## config.mk

```make
export PLATFORM = sky130hd
export DESIGN_NAME = jam_cost_rom_flat
export DESIGN_NICKNAME = d
export VERILOG_FILES = /design/src/rtl/jam_pkg.sv /design/src/rtl/jam_cost_rom_if.sv /design/src/rtl/jam_cost_mem.sv /design/src/rtl/jam_cost_rom.sv /design/src/flat_wrapper.sv
export SDC_FILE = /design/constraint.sdc
export NUM_CORES = 1
export LEC_CHECK = 0
export ABC_CLOCK_PERIOD_IN_PS = 4700
export CAP_MARGIN = 20
export CORE_UTILIZATION = 60
export CTS_CLUSTER_DIAMETER = 40
export DETAILED_ROUTE_END_ITERATION = 10
export GPL_ROUTABILITY_DRIVEN = 0
export HOLD_SLACK_MARGIN = 0.02
export PLACE_DENSITY = 0.81
export SLEW_MARGIN = 20
export SYNTH_ARGS = -nofsm -noshare
export SYNTH_HDL_FRONTEND = slang
export SYNTH_SLANG_ARGS = --single-unit
```

## constraint.sdc

```tcl
create_clock -name CLK -period 4.7 [get_ports CLK]
set_input_delay 0.705 -clock CLK [delete_from_list [all_inputs] [get_ports CLK]]
set_output_delay 0.705 -clock CLK [all_outputs]
set_load 0.005 [all_outputs]
```

## src/rtl/jam_pkg.sv

```systemverilog
// Shared sizing, types and FSM encoding for the job-assignment cost table.
package jam_pkg;

  localparam int N_JOB     = 8;
  localparam int COST_W    = 7;
  localparam int IDX_W     = $clog2(N_JOB);
  localparam int TBL_W     = 2 * IDX_W;
  localparam int TBL_DEPTH = N_JOB * N_JOB;

  typedef logic [COST_W-1:0] cost_t;
  typedef logic [TBL_W-1:0]  tbl_idx_t;
  typedef logic [IDX_W-1:0]  job_idx_t;

  typedef enum logic {
    LOAD  = 1'b0,
    SERVE = 1'b1
  } state_t;

  localparam tbl_idx_t LAST_IDX = tbl_idx_t'(TBL_DEPTH - 1);

endpackage

```

## src/rtl/jam_cost_rom_if.sv

```systemverilog
// Cost-table bus between the solver/loader (master) and jam_cost_rom (slave).
// RdCount exists only when JAM_COST_RDCNT_EN is defined.
interface jam_cost_rom_if;
  import jam_pkg::*;

  logic     LoadValid;
  logic     LoadReady;
  cost_t    LoadData;
  logic     Reload;
  logic     TableRdy;
  job_idx_t W;
  job_idx_t J;
  cost_t    Cost;
`ifdef JAM_COST_RDCNT_EN
  logic [15:0] RdCount;

  modport master (
    output LoadValid, LoadData, Reload, W, J,
    input  LoadReady, TableRdy, Cost, RdCount
  );
  modport slave (
    input  LoadValid, LoadData, Reload, W, J,
    output LoadReady, TableRdy, Cost, RdCount
  );
`else
  modport master (
    output LoadValid, LoadData, Reload, W, J,
    input  LoadReady, TableRdy, Cost
  );
  modport slave (
    input  LoadValid, LoadData, Reload, W, J,
    output LoadReady, TableRdy, Cost
  );
`endif

endinterface

```

## src/rtl/jam_cost_mem.sv

```systemverilog
// N_JOB^2 x COST_W table: one write port, one registered read port, storage not reset.
module jam_cost_mem
  import jam_pkg::*;
(
  input  logic     clk,
  input  logic     we,
  input  tbl_idx_t waddr,
  input  cost_t    wdata,
  input  tbl_idx_t raddr,
  output cost_t    rdata
);

  cost_t mem [TBL_DEPTH];
  cost_t rdata_q;

  always_ff @(posedge clk) begin
    if (we) begin
      mem[waddr] <= wdata;
    end
    rdata_q <= mem[raddr];
  end

  assign rdata = rdata_q;

endmodule

```

## src/rtl/jam_cost_rom.sv

```systemverilog
// Run-time loadable cost table answering Cost(W,J) one cycle after (W,J) is sampled.
// Optional JAM_COST_RDCNT_EN adds a saturating SERVE-cycle counter on RdCount.
module jam_cost_rom
  import jam_pkg::*;
(
  input  logic           CLK,
  input  logic           RST_n,
  jam_cost_rom_if.slave  bus
);

  state_t   state_q, state_d;
  tbl_idx_t idx_q, idx_d;
  logic     ready_q, ready_d;
  logic     tblrdy_q, tblrdy_d;
  logic     cost_vld_q, cost_vld_d;
  logic     xfer;
  cost_t    rd_cost;

  assign xfer = (state_q == LOAD) && ready_q && bus.LoadValid;

  always_comb begin
    state_d    = state_q;
    idx_d      = idx_q;
    cost_vld_d = 1'b0;
    case (state_q)
      LOAD: begin
        if (xfer) begin
          idx_d = idx_q + 1'b1;
          if (idx_q == LAST_IDX) begin
            state_d = SERVE;
          end
        end
      end
      SERVE: begin
        cost_vld_d = 1'b1;
      end
      default: begin
        state_d = LOAD;
      end
    endcase
    // Reload overrides everything, but the entry offered this cycle is still written.
    if (bus.Reload) begin
      state_d    = LOAD;
      idx_d      = '0;
      cost_vld_d = 1'b0;
    end
    ready_d  = (state_d == LOAD);
    tblrdy_d = (state_d == SERVE);
  end

  always_ff @(posedge CLK or negedge RST_n) begin
    if (!RST_n) begin
      state_q    <= LOAD;
      idx_q      <= '0;
      ready_q    <= 1'b0;
      tblrdy_q   <= 1'b0;
      cost_vld_q <= 1'b0;
    end else begin
      state_q    <= state_d;
      idx_q      <= idx_d;
      ready_q    <= ready_d;
      tblrdy_q   <= tblrdy_d;
      cost_vld_q <= cost_vld_d;
    end
  end

  jam_cost_mem u_mem (
    .clk   (CLK),
    .we    (xfer),
    .waddr (idx_q),
    .wdata (bus.LoadData),
    .raddr ({bus.W, bus.J}),
    .rdata (rd_cost)
  );

  // The RAM read register has no reset, so a resettable qualifier forces Cost to 0.
  assign bus.Cost      = cost_vld_q ? rd_cost : '0;
  assign bus.LoadReady = ready_q;
  assign bus.TableRdy  = tblrdy_q;

`ifdef JAM_COST_RDCNT_EN
  logic [15:0] rdcnt_q;

  always_ff @(posedge CLK or negedge RST_n) begin
    if (!RST_n) begin
      rdcnt_q <= '0;
    end else if (bus.Reload) begin
      rdcnt_q <= '0;
    end else if ((state_q == SERVE) && (rdcnt_q != 16'hFFFF)) begin
      rdcnt_q <= rdcnt_q + 16'd1;
    end
  end

  assign bus.RdCount = rdcnt_q;
`endif

endmodule

```

## src/flat_wrapper.sv

```systemverilog
// flat-port wrapper written by rule: the top's interface ports become plain ports
module jam_cost_rom_flat import jam_pkg::*;
  (CLK, RST_n, bus_LoadValid, bus_LoadData, bus_Reload, bus_W, bus_J, bus_LoadReady, bus_TableRdy, bus_Cost);
  jam_cost_rom_if bus_i ();
  input  logic CLK;
  input  logic RST_n;
  input wire logic [$bits(bus_i.LoadValid)-1:0] bus_LoadValid;
  input wire logic [$bits(bus_i.LoadData)-1:0] bus_LoadData;
  input wire logic [$bits(bus_i.Reload)-1:0] bus_Reload;
  input wire logic [$bits(bus_i.W)-1:0] bus_W;
  input wire logic [$bits(bus_i.J)-1:0] bus_J;
  output wire logic [$bits(bus_i.LoadReady)-1:0] bus_LoadReady;
  output wire logic [$bits(bus_i.TableRdy)-1:0] bus_TableRdy;
  output wire logic [$bits(bus_i.Cost)-1:0] bus_Cost;
  assign bus_i.LoadValid = bus_LoadValid;
  assign bus_i.LoadData = bus_LoadData;
  assign bus_i.Reload = bus_Reload;
  assign bus_i.W = bus_W;
  assign bus_i.J = bus_J;
  assign bus_LoadReady = bus_i.LoadReady;
  assign bus_TableRdy = bus_i.TableRdy;
  assign bus_Cost = bus_i.Cost;
  jam_cost_rom u_core (.CLK(CLK), .RST_n(RST_n), .bus(bus_i));
endmodule
```

-- Yosys cells after proc, flatten, opt, wreduce, memory -nomap -nowiden
Memories as Yosys holds them, arrays and structs flattened. A register that Yosys moved wholly into a read port is not among the register bits.
Cells that the tools add are included.
- bits in writable memories: 448
- memories kept: 1
- bits in registers: 9
- word-level logic and storage cells: 26
- input port bits: 17
- memories (memory ; words ; width ; read ports ; clocked after Yosys merged registers in ; wr ports ; RTL line ; source):
    u_core.u_mem.mem ; 64 ; 7 ; 1 ; 1 ; 1 ; jam_cost_mem.sv:13 ; cost_t mem [TBL_DEPTH];
- eq/ne operators: 2
- add/sub/neg operators: 1
- reductions and logical operators: 4
- multiplexer cells: 12
- bitwise operators: 2
- operators with widths (kind ; count):
    $mux W6 ; 3
    $mux W1 ; 8
    $mux W7 ; 1
    $add A6 B1 Y6 const B ; 1
    $eq A6 B6 Y1 const B ; 1
    $logic_and A1 B1 Y1 ; 2
    $ne A2 B2 Y1 const B ; 1
    $not A1 Y1 ; 2
    $reduce_and A2 Y1 ; 1
    $reduce_bool A2 Y1 ; 1

-- Depth between registers and ports, before layout
- depth after elaboration: 7
- mapped depth: 9

-- Hierarchy
Synthesis repeated with hierarchy kept, for this count alone.
- cells, all modules: 870
- area total of the unflattened synthesis: 18092.4 um^2
- by module, submodules not included (module ; seq. area each (um^2) ; times used ; cells each ; area each (um^2)):
    jam_cost_mem ; 13593.0 ; 1 ; 827 ; 17635.7
    jam_cost_rom ; 225.2 ; 1 ; 43 ; 456.7

-- Least setup slack after synthesis
No wires, ideal clock.
- path kind: in2reg
- from: input bus_J[1]
- to: register u_core.u_mem.rdata_q[3] (netlist: u_core.u_mem.rdata[3]) (read register of u_core.u_mem.mem)
- data required time: 4569 ps
- path buffers: 4
- data arrival time: 2114 ps
- path slack: 2455 ps
- stages on the path: 9
- cells stage by stage: buf_4 buf_6 buf_6 buf_2 mux4_2 o31ai_1 a21oi_1 o221ai_1 o41ai_1
- RTL lines (item ; RTL line ; source):
    start, declared ; flat_wrapper.sv:11 ; input wire logic [$bits(bus_i.J)-1:0] bus_J;
    end, declared ; jam_cost_mem.sv:14 ; cost_t rdata_q;

-- Worst setup path after layout
- from: input bus_LoadValid
- to: memory u_core.u_mem.mem[39][6] in the netlist's numbering (enable)
- longest elaborated chain between the ends: 3
- ends and longest elaborated chain (item ; RTL line ; source):
    start, declared ; flat_wrapper.sv:7 ; input wire logic [$bits(bus_i.LoadValid)-1:0] bus_LoadValid;
    $logic_and A1 B1 Y1 ; jam_cost_rom.sv:19 ; assign xfer = (state_q == LOAD) && ready_q && bus.LoadValid;
    $mux W1 ; jam_cost_mem.sv:17 ; if (we) begin
    $mux W1 (implied by the code) ; jam_cost_mem.sv:18 ; mem[waddr] <= wdata;
    end, declared ; jam_cost_mem.sv:13 ;
Every way passes these cells.

==> results.py <==
metrics = {
    "route": {
        "drtIter0Drc": 1347,
        "final_antenna_net_count": 0,
        "drcViolationCount": 0,
        "wire_per_inst_um": 28.9,
        "via_per_inst": 6.66,
        "detail_route.first_pass.iterations": 6,
        "vias": 8954,
        "wirelength_um": 38900,
    },
    "critical_path": {
        "cp.required_ps": 4880,
        "cp.arrival_ps": 3160,
        "critical-path-max-stage-delay_ps": 750,
        "worstPathCellList": "clkdlybuf4s50_1 > nand2_1 > nor3b_1 > nand3_1 > nor2_1",
        "r2r_slack_ps": 1950,
        "cp.buffers_inverters": 1,
        "cp_top_family": "simple AND/OR/NAND/NOR gates",
        "critPathMaxFanout": 11,
        "worstSetupEndpointType": "flop",
        "path_class": "in -> reg",
        "cp-start-kind": "input pin",
        "crit_path_top_delay_cell": "nor2_1",
    },
    "final_layout": {
        "diodes": 0,
        "post_route_cells_drive_above_1_share_pct": 22.2,
        "final_common_cell": "edfxtp_1",
        "fin_nets": 940,
        "most-common-layout-cells": "edfxtp_1 (448), mux4_2 (113), nor2_1 (102)",
        "area_delta_synth_final_pct": 11.2,
    },
    "place": {
        "post-dp-hpwl_um": 22500,
        "io_buffers": 25,
    },
    "floorplan": {
        "start_util_pct": 61.0,
        "std_cell_rows": 63,
        "ios": 26,
        "die_h_um": 176,
        "core_mm2": 0.0296,
        "die_w_um": 176,
        "die-area_mm2": 0.0308,
    },
    "timing": {
        "finalCritPeriodShare_pct": 63.5,
        "slew_headroom_pct": 28.9,
        "rsz0062_at_grt": "no",
        "tns_ps": 0,
        "min_period_ps": 2980,
        "fmax_mhz": 335,
        "slew_viol_final": 0,
        "skew_ps": 20.7,
        "tightest_slew_ps": 1060,
        "finalSetupViolations": 0,
        "hold_viol_final": 0,
    },
    "job": {
        "cap_violations": 0,
    },
    "cts": {
        "cts_buffer_depth": 3,
        "path_clk_slew_ps": 60,
        "ctsHtreeMaxLevel": 2,
        "tritoncts": "done",
        "cts_buffers": 48,
        "cts_sinks": 464,
        "postCtsSetupBuffers": 0,
        "cts-root-buf": "clkbuf_16",
        "clk_latency_ps": 550,
        "hold_buffers": 0,
        "ctsResizeCount": 0,
    },
    "power": {
        "cellLeakagePower_nw": 6.29,
        "vdd_drop_max_mv": 0.403,
        "power_per_cell_area_mw_per_mm2": 430,
        "p_total_w": 0.00864,
    },
    "logic_synthesis": {
        "ys_types": 44,
        "synth_ff_type": "edfxtp_1",
        "ys_ff_latch": 464,
        "avgSynthCellArea_um2": 20.4,
        "synthCells": 884,
        "seq_area_frac_synth_pct": 76.5,
        "syn-num-nets": 902,
        "async_reset_ff_share_pct": 1.94,
        "synth_edf_count": 448,
        "yosys_warnings": 0,
        "syn_area_mm2": 0.0181,
    },
    "grt": {
        "grtUsageTotal_pct": 26.3,
        "globalRouteOverflowTotal": 0,
        "grt_pass1_vias": 9102,
        "antenna_found_initial": 0,
        "grt_max_degree": 65,
        "grt_pass1_wl_um": 58200,
    },
    "worst_hold_path": {
        "hp-class": "in -> async",
    },
    "run_status": {
        "outcome": "finished clean",
    },
}
sequential cells by signal, summed over array words and instances (netlist names):
name	cells
u_core.idx_q	6
u_core.state_q	1
u_core.bus.LoadReady	1
u_core.u_mem.rdata	7
u_core.cost_vld_q	1
u_core.u_mem.mem	448
Yosys cell counts, types with 7 or more instances:
| master | n | area share, % |
|---|---|---|
| and2_1 | 10 | 0.35 |
| nand2_1 | 28 | 0.58 |
| nand3_1 | 9 | 0.25 |
| mux2i_1 | 11 | 0.61 |
| buf_4 | 9 | 0.37 |
| o22ai_1 | 13 | 0.45 |
| dfrtp_1 | 9 | 1.2 |
| buf_2 | 9 | 0.25 |
| dfxtp_1 | 7 | 0.78 |
| edfxtp_1 | 448 | 74 |
| nor3_1 | 12 | 0.33 |
| buf_6 | 8 | 0.50 |
| mux4_2 | 113 | 14 |
| clkbuf_1 | 17 | 0.35 |
| nor2_1 | 102 | 2.1 |
stage by stage:
stage / setup slack, ps / cells / hold WS (ps) / utilization [%] / cell area (um2)
floorplan: 2450 / 884 / 409 / - / 18100
global placement: 1350 / 1262 / 597 / 62.6 / 18600
detailed placement: 1260 / 1262 / 607 / 62.6 / 18600
CTS: 1810 / 1345 / 441 / 67.8 / 20100
global route: 1640 / 1345 / 464 / 67.8 / 20100
finish: 1720 / 1345 / 448 / 67.8 / 20100
power by group:
part / switching [W] / internal [W]
Clock: 0.00152 / 0.00218
Combinational: 0.000242 / 0.000136
Sequential: 0.00000651 / 0.00455
Total: 0.00177 / 0.00687
cell type report:
cell class / instances / area, um2
flip-flops and latches: 464 / 13800
well taps: 390 / 488
clock inverters: 24 / 254
fillers: 1846 / 9530
inverters: 3 / 11.3
multi-input cells: 369 / 3920
repair buffers: 36 / 324
clock buffers: 59 / 1290
metal layers:
| metal | routed length, um | global-route usage (%) | vias up | part of all wire [%] |
|---|---|---|---|---|
| met5 | 0 | 0 | - | 0 |
| met3 | 4170 | 5.02 | 113 | 11 |
| met1 | 15000 | 38.5 | 4552 | 39 |
| li1 | - | - | 3689 | - |
| met4 | 1380 | 9.24 | 0 | 3.6 |
| met2 | 18300 | 40.4 | 600 | 47 |
final timing paths:
path                                      start                      end  depth (start not counted)
worst min-delay path                      RST_n     u_core.bus.LoadReady                          1
min in group CLK                u_core.idx_q[1]          u_core.idx_q[1]                          2
worst max-delay path              bus_LoadValid  u_core.u_mem.mem[39][6]                          5
worst max register to register   u_core.state_q  u_core.u_mem.mem[39][6]                          3
worst min register to register  u_core.idx_q[1]          u_core.idx_q[1]                          2
max in group asynchronous                 RST_n        u_core.cost_vld_q                          1
logic make-up after synthesis:
kind of cell | Yosys count | synth area share [%]
buffers and inverters | 51 | 1.88
xor gates and xnor gates | 4 | 0.194
DFF | 464 | 76.5
adders and majority gates | 1 | 0.0692
AOI/OAI and AO/OA | 54 | 2.11
and+or+nand+nor | 184 | 4.48
muxes | 126 | 14.8
worst reg2reg max path: cells and delay by family (launching register included):
family / cells / cell delay [ps]
DFF: 1 / 450
and+or+nand+nor: 3 / 1920
(Power assumes the default switching activity.)
